**src/rtl/inst_prefetch_queue_if.sv**
```systemverilog
// inst_prefetch_queue_if: fetch unit bundle (imem req/ack, redirect, decode valid/ready)
interface inst_prefetch_queue_if #(
    parameter int ADDR_W = 8,
    parameter int DATA_W = 8
);
    logic              im_req;
    logic [ADDR_W-1:0] im_addr;
    logic              im_ack;
    logic [DATA_W-1:0] im_data;
    logic              redirect;
    logic [ADDR_W-1:0] redirect_pc;
    logic              out_valid;
    logic [DATA_W-1:0] out_instr;
    logic [ADDR_W-1:0] out_pc;
    logic              out_ready;
    modport master (
        output im_req, im_addr, out_valid, out_instr, out_pc,
        input  im_ack, im_data, redirect, redirect_pc, out_ready
    );
    modport slave (
        input  im_req, im_addr, out_valid, out_instr, out_pc,
        output im_ack, im_data, redirect, redirect_pc, out_ready
    );
endinterface

```
**src/rtl/inst_prefetch_queue.sv**
```systemverilog
// inst_prefetch_queue: single-outstanding instruction fetcher feeding a flushable (instr, pc) FIFO
module inst_prefetch_queue #(
    parameter int                ADDR_W   = 8,
    parameter int                DATA_W   = 8,
    parameter int                DEPTH    = 4,
    parameter logic [ADDR_W-1:0] RESET_PC = '0
) (
    input logic                   clk,
    input logic                   rst_n,
    inst_prefetch_queue_if.master bus
);
    localparam int PW = $clog2(DEPTH);
    localparam int CW = PW + 1;
    localparam logic [CW-1:0] FULL = CW'(DEPTH);
    typedef enum logic [1:0] {RUN, WAIT, KILL} state_t;
    state_t            r_state, w_next_state;
    logic              r_im_req;
    logic [ADDR_W-1:0] r_im_addr, r_fetch_pc;
    logic [PW-1:0]     r_wptr, r_rptr;
    logic [CW-1:0]     r_count;
    logic [DATA_W-1:0] r_instr [DEPTH];
    logic [ADDR_W-1:0] r_pc [DEPTH];
    logic              w_issue, w_push, w_pop, w_valid;
    assign w_valid = r_count != '0;
    assign w_pop   = w_valid & bus.out_ready & ~bus.redirect;
    // Issue only happens in RUN, where nothing is outstanding, so count alone is the space check
    always_comb begin
        w_next_state = r_state;
        w_issue      = 1'b0;
        w_push       = 1'b0;
        case (r_state)
            RUN: if (!bus.redirect && r_count < FULL) begin
                w_issue      = 1'b1;
                w_next_state = WAIT;
            end
            WAIT: if (bus.redirect) w_next_state = bus.im_ack ? RUN : KILL;
                  else if (bus.im_ack) begin
                      w_push       = 1'b1;
                      w_next_state = RUN;
                  end
            KILL: if (bus.im_ack) w_next_state = RUN;
            default: w_next_state = RUN;
        endcase
    end
    always_ff @(posedge clk or negedge rst_n) begin
        if (!rst_n) begin
            r_state    <= RUN;
            r_im_req   <= 1'b0;
            r_im_addr  <= RESET_PC;
            r_fetch_pc <= RESET_PC;
            r_wptr     <= '0;
            r_rptr     <= '0;
            r_count    <= '0;
        end else begin
            r_state    <= w_next_state;
            r_im_req   <= w_next_state != RUN;
            r_fetch_pc <= bus.redirect ? bus.redirect_pc : w_issue ? r_fetch_pc + ADDR_W'(1) : r_fetch_pc;
            if (w_issue) r_im_addr <= r_fetch_pc;
            if (bus.redirect) begin
                r_wptr  <= '0;
                r_rptr  <= '0;
                r_count <= '0;
            end else begin
                r_wptr  <= r_wptr + PW'(w_push);
                r_rptr  <= r_rptr + PW'(w_pop);
                r_count <= r_count + CW'(w_push) - CW'(w_pop);
            end
        end
    end
    always_ff @(posedge clk) begin
        if (w_push) begin
            r_instr[r_wptr] <= bus.im_data;
            r_pc[r_wptr]    <= r_im_addr;
        end
    end
    assign bus.im_req    = r_im_req;
    assign bus.im_addr   = r_im_addr;
    assign bus.out_valid = w_valid;
    assign bus.out_instr = w_valid ? r_instr[r_rptr] : '0;
    assign bus.out_pc    = w_valid ? r_pc[r_rptr] : '0;
endmodule

```
**src/flat_wrapper.sv**
```systemverilog
// flat-port wrapper written by rule: the top's interface ports become plain ports
module inst_prefetch_queue_flat 
#(
    parameter int                ADDR_W   = 8,
    parameter int                DATA_W   = 8,
    parameter int                DEPTH    = 4,
    parameter logic [ADDR_W-1:0] RESET_PC = '0
)
  (clk, rst_n, bus_im_req, bus_im_addr, bus_out_valid, bus_out_instr, bus_out_pc, bus_im_ack, bus_im_data, bus_redirect, bus_redirect_pc, bus_out_ready);
  inst_prefetch_queue_if #(.ADDR_W(ADDR_W), .DATA_W(DATA_W)) bus_i ();
  input logic clk;
  input logic rst_n;
  output wire logic [$bits(bus_i.im_req)-1:0] bus_im_req;
  output wire logic [$bits(bus_i.im_addr)-1:0] bus_im_addr;
  output wire logic [$bits(bus_i.out_valid)-1:0] bus_out_valid;
  output wire logic [$bits(bus_i.out_instr)-1:0] bus_out_instr;
  output wire logic [$bits(bus_i.out_pc)-1:0] bus_out_pc;
  input wire logic [$bits(bus_i.im_ack)-1:0] bus_im_ack;
  input wire logic [$bits(bus_i.im_data)-1:0] bus_im_data;
  input wire logic [$bits(bus_i.redirect)-1:0] bus_redirect;
  input wire logic [$bits(bus_i.redirect_pc)-1:0] bus_redirect_pc;
  input wire logic [$bits(bus_i.out_ready)-1:0] bus_out_ready;
  assign bus_im_req = bus_i.im_req;
  assign bus_im_addr = bus_i.im_addr;
  assign bus_out_valid = bus_i.out_valid;
  assign bus_out_instr = bus_i.out_instr;
  assign bus_out_pc = bus_i.out_pc;
  assign bus_i.im_ack = bus_im_ack;
  assign bus_i.im_data = bus_im_data;
  assign bus_i.redirect = bus_redirect;
  assign bus_i.redirect_pc = bus_redirect_pc;
  assign bus_i.out_ready = bus_out_ready;
  inst_prefetch_queue #(.ADDR_W(ADDR_W), .DATA_W(DATA_W), .DEPTH(DEPTH), .RESET_PC(RESET_PC)) u_core (.clk(clk), .rst_n(rst_n), .bus(bus_i));
endmodule
```
**config.mk**
```make
export PLATFORM = sky130hd
export DESIGN_NAME = inst_prefetch_queue_flat
export DESIGN_NICKNAME = d
export VERILOG_FILES = /design/src/rtl/inst_prefetch_queue_if.sv /design/src/rtl/inst_prefetch_queue.sv /design/src/flat_wrapper.sv
export SDC_FILE = /design/constraint.sdc
export NUM_CORES = 1
export LEC_CHECK = 0
export BUFFER_PORTS_ARGS = -buffer_cell sky130_fd_sc_hd__buf_2
export CORE_MARGIN = 5
export CORE_UTILIZATION = 55
export CTS_CLUSTER_DIAMETER = 80
export DETAILED_ROUTE_END_ITERATION = 16
export PLACE_DENSITY_LB_ADDON = 0.3
export SLEW_MARGIN = 20
export SYNTH_ARGS = -nofsm -noshare
export SYNTH_HDL_FRONTEND = slang
export SYNTH_SLANG_ARGS = --single-unit
```
**constraint.sdc**
```tcl
create_clock -name clk -period 3 [get_ports clk]
set_input_delay 0.9 -clock clk [delete_from_list [all_inputs] [get_ports clk]]
set_output_delay 0.9 -clock clk [all_outputs]
set_load 0.01 [all_outputs]
```
# Word-level counts from Yosys, hierarchy flattened
# Memory sizes are Yosys's and may differ from the RTL's.
# Cells that the tools add are included.
[op_classes]
add_sub_neg = 5
n_lt_le_gt_ge = 1
n_eq_ne = 2
n_mux = 19
bitwise_logic = 3
reduce_logical = 6
[ops]
columns = ["operator", "count"]
rows = [
  ["2-to-1 mux 8 bit", 4],
  ["2-to-1 mux 2 bit", 6],
  ["adder 8 x 1 -> 8 bit, second input constant", 1],
  ["2-to-1 mux 1 bit", 7],
  ["one-hot mux 2 bit (3 select lines)", 1],
  ["adder 2 x 1 -> 2 bit", 2],
  ["nonzero test 2 bit", 2],
  ["adder 3 x 1 -> 3 bit", 1],
  ["< comparator 3 bit, second input constant", 1],
  ["2-to-1 mux 3 bit", 1],
  ["nonzero test 3 bit", 1],
  ["subtractor 3 x 1 -> 3 bit", 1],
  ["bitwise AND 1 bit", 2],
  ["== test 2 x 1 -> 1 bit, second input constant", 1],
  ["== test 2 bit, second input constant", 1],
  ["zero test 2 bit", 1],
  ["logical AND 1 bit", 1],
  ["zero test 1 bit", 1],
  ["inverter 1 bit", 1],
]
[totals]
reg_bits = 26
ram_bits = 64
output_inout_bits = 26
elab_cells = 45
n_memories = 2
[mem_list]
columns = ["name", "depth", "word_bits", "read_ports", "rd_ports_with_merged_regs", "wr", "line_no", "rtl"]
rows = [
  ["u_core.r_instr", 4, 8, 1, 0, 1, "inst_prefetch_queue.sv:21", "logic [DATA_W-1:0] r_instr [DEPTH];"],
  ["u_core.r_pc", 4, 8, 1, 0, 1, "inst_prefetch_queue.sv:22", "logic [ADDR_W-1:0] r_pc [DEPTH];"],
]

# Logic depth before layout (Yosys ltp)
[depth]
ltp_word = 6
ltp_mapped = 11
mapped_depth_nobuf = 9

# Worst setup path before layout
# Ideal clock, no wire load.
[synth_timing]
path_type = "input to register"
from = "input bus_redirect"
to = "memory u_core.r_instr[2][0], enable pin"
setup_ns = 0.413
arrival_ns = 2.546
path_slack_ns = 0.041
cell_stages = 4
path_buffers = 1
path_cell_list = "clkbuf_1 nor2_1 nand3_1 nor3b_1"
[synth_between]
elab_chain_cells = 4
[synth_rtl]
columns = ["item", "line_no", "rtl"]
rows = [
  ["start: declaration", "flat_wrapper.sv:20", "input wire logic [$bits(bus_i.redirect)-1:0] bus_redirect;"],
  ["2-to-1 mux 1 bit", "inst_prefetch_queue.sv:36", "WAIT: if (bus.redirect) w_next_state = bus.im_ack ? RUN : KILL;"],
  ["2-to-1 mux 1 bit", "inst_prefetch_queue.sv:31", "case (r_state)"],
  ["2-to-1 mux 1 bit", "inst_prefetch_queue.sv:71", "if (w_push) begin"],
  ["2-to-1 mux 1 bit (not written as such)", "inst_prefetch_queue.sv:72", "r_instr[r_wptr] <= bus.im_data;"],
  ["end: declaration", "inst_prefetch_queue.sv:21", ""],
]
# Every way passes these cells.

# Final worst setup path
[layout_timing]
from = "register u_core.r_rptr[0]"
to = "output bus_out_pc[2]"
[layout_between]
elab_chain_cells = 2
[layout_rtl]
columns = ["item", "line_no", "rtl"]
rows = [
  ["start: declaration", "inst_prefetch_queue.sv:19", "logic [PW-1:0] r_wptr, r_rptr;"],
  ["start signal: assignment", "inst_prefetch_queue.sv:65", "r_rptr <= r_rptr + PW'(w_pop);"],
  ["memory (4 x 8 bit)", "--", ""],
  ["2-to-1 mux 8 bit", "inst_prefetch_queue.sv:80", "assign bus.out_pc = w_valid ? r_pc[r_rptr] : '0;"],
  ["end: declaration", "flat_wrapper.sv:17", "output wire logic [$bits(bus_i.out_pc)-1:0] bus_out_pc;"],
]
# Every way passes these cells.

==> results.json <==
{
  "postSynthAreaPerCell_sq_um": 15.90,
  "gr-usage-all-layers_pct": 16.36,
  "top_usage_layer": "met2",
  "remaining_drc_errors": 0,
  "chipWidth_um": 92.43,
  "drt_iter0_markers": 83,
  "clkTransAtPathRegs_ps": 80,
  "critPathKind": "register to output pin",
  "ys_top_cells_by_count": "64 x edfxtp_1, 26 x dfrtp_1, 25 x nand2_1, 21 x nor2b_1, 16 x mux4_2",
  "synth_seq_cells": 90,
  "drive_above_1_share_pct": 31.63,
  "place_worst_setup_slack_ps": 362.5,
  "tns_ps": 0,
  "die_h_um": 92.43,
  "cts_root_buf": "clkbuf_8",
  "grt.overflow.total": 0,
  "numCtsBuffers": 9,
  "met1_usage_pct": 21.93,
  "grt_pass1_vias": 2108,
  "antenna_found_initial": 0,
  "core_sq_mm": 0.006719,
  "gp_congestion": 0.7187,
  "cap_violations": 0,
  "synth_cell_types": 40,
  "synth_seq_area_share_pct": 68.83,
  "yosysMostFrequentCell": "edfxtp_1",
  "vias_per_cell": 5.580,
  "critPathArrivalTime_ps": 1780,
  "hold_path.class": "input port to asynchronous set/reset pin",
  "drt-total-wl_um": 6389,
  "ys_async_sr_fraction_pct": 28.89,
  "area_delta_synth_final_pct": 14.33,
  "cts_hold_buffers": 0,
  "finalNetCount": 316,
  "htreeDepth": 3,
  "grt_first_pass_wirelength_um": 10570,
  "start_util_pct": 55.62,
  "wl_per_cell_um": 17.08,
  "synth_area_sq_mm": 0.003737,
  "finalWorstSetupSlack_ps": 317.5,
  "path_cells": "buf_4 > mux4_2 > nor2b_1 > buf_2",
  "cp-start-kind": "register",
  "clk_latency_ps": 350,
  "worst_path_largest_cell_delay_ps": 540,
  "finalHoldViolations": 0,
  "syn_inst": 235,
  "tightest_slew_ps": 612.7,
  "ant_nets": 0,
  "grt.met2_usage_pct": 25.32,
  "dieArea_sq_mm": 0.008543,
  "io_buffers": 46,
  "cp-end-kind": "output pin",
  "antenna_cells": 0,
  "r2r_slack_ps": 730,
  "fin_skew_ps": 8.587,
  "fill_cells": 489,
  "synth_flop_cell": "edfxtp_1",
  "slowest_stage": "mux4_2",
  "r2r_start": "u_core.r_count[2]$_DFF_PN0_",
  "synthTopCellsByArea": "edfxtp_1 51%, dfrtp_1 17%, mux4_2 9.6%, nor2b_1 3.5%, nand2_1 2.5%",
  "yosysWarningCount": 0,
  "ir_worst_vdd_mv": 0.3817,
  "num_rows": 30,
  "cp.required_ps": 2100,
  "drtPass1Iterations": 4,
  "clockBufferDepth": 2,
  "cts_setup_buffers": 0,
  "setup_violations": 0,
  "ioPinCount": 47,
  "synth_top_area_share_pct": 51.42,
  "leakage_nw": 1.684,
  "tritoncts": "yes",
  "num_vias": 2087,
  "timing.final.crit_share_pct": 89.42,
  "finalMaxSlewViolations": 0,
  "cts-resized-gates": 0,
  "rsz0062_at_grt": "no",
  "p_per_area_mw_per_mm2": 741.2,
  "use_met3_pct": 2.843,
  "dpl.hpwl_um": 4175,
  "syn_nets": 262,
  "fin_crit_ps": 2682,
  "crit_path_max_fanout": 12,
  "p_total_mw": 3.167,
  "maxSlewHeadroom_pct": 58.93,
  "fmax_ghz": 0.3728,
  "crit_start": "u_core.r_rptr[0]$_DFF_PN0_",
  "grt_max_degree": 27,
  "clkSinkCount": 90,
  "synth_edf_count": 64,
  "netlist.top_cell.by_area": "edfxtp_1",
  "outcome": "finished clean"
}
## power by group
group	switching (mW)	internal (mW)
clock network	0.407	0.384
registers	0.150	1.51
logic	0.381	0.334
## state kept, by name (all words and copies together), names as in the netlist
register / flops
u_core.r_instr: 32
u_core.bus.im_addr: 8
u_core.r_pc: 32
u_core.bus.im_req: 1
u_core.r_rptr: 2
u_core.r_fetch_pc: 8
u_core.r_state: 2
u_core.r_wptr: 2
u_core.r_count: 3
## cell type report
cell class | instances | area (sq um) | area share [%]
multi-input combinational | 124 | 1072 | 25.10
timing repair buffer | 56 | 305.3 | 7.145
tap | 80 | 100.1 | 2.343
inverter | 8 | 30.03 | 0.7028
clock buffer | 9 | 123.9 | 2.899
sequential | 90 | 2572 | 60.21
clock inverter | 7 | 68.82 | 1.611
## cell families (layout without fill, tap and decap cells)
group                    count (synthesis)  after routing  share of synthesized area (%)
flip-flops                              90             90                          68.83
AND/OR/NAND/NOR                         81             81                          12.12
buffers and inverters                   21             80                          2.745
multiplexers                            17             17                          9.910
AO/OA/AOI/OAI                           16             16                          3.248
adder cells (fa/ha/maj)                  6              6                          2.210
XOR/XNOR                                 4              4                         0.9376
## through the flow
stage	area [sq um]	utilization (%)	hold slack, ps	cells
global route	4273	63.59	570.1	374
finish	4273	63.59	548.3	374
floorplan	3737	-	486.7	235
global placement	4080	60.73	527.2	358
detailed placement	4080	60.73	530.5	358
CTS	4273	63.59	540.9	374
## per-layer routing
metal / wire length, um / vias to the layer above
li1: - / 987
met1: 2803 / 1029
met2: 3104 / 58
met3: 338 / 13
met4: 142 / 0
met5: 0 / -
## cell usage in the layout (no fill, tap or decap), types with 2 or more instances in the layout
cell type,n
edfxtp_1,64
buf_2,46
dfrtp_1,26
nand2_1,25
nor2b_1,21
mux4_2,16
buf_4,10
clkbuf_8,9
inv_1,8
nor2_1,7
ha_1,5
and3_1,4
nor3_2,3
nand3_1,3
xnor2_1,3
nand4_1,3
a221o_1,3
nand3b_1,2
nand2b_1,2
a21oi_1,2
nor3b_1,2
nor4_2,2
a311o_1,2
o22ai_1,2
nor3_1,2
o21ai_1,2
clkinv_4,2
clkinv_1,2
## worst paths after layout
check,end,depth (start not counted)
max in group asynchronous,u_core.r_count[1]$_DFF_PN0_,1
min in group clk,u_core.r_rptr[1]$_DFF_PN0_,2
worst min-delay path,u_core.r_fetch_pc[3]$_DFFE_PN0P_,1
worst max register to register,u_core.r_count[2]$_DFF_PN0_,10
worst max-delay path,bus_out_pc[2],4
worst min register to register,u_core.r_rptr[1]$_DFF_PN0_,2
## critical path, delay by kind of cell, from the launching register on
kind	cells	cell delay, ps
muxes	1	540
buffers and inverters	2	400
DFF	1	350
and+or+nand+nor	1	140
Power figures use the tool's default switching activity.
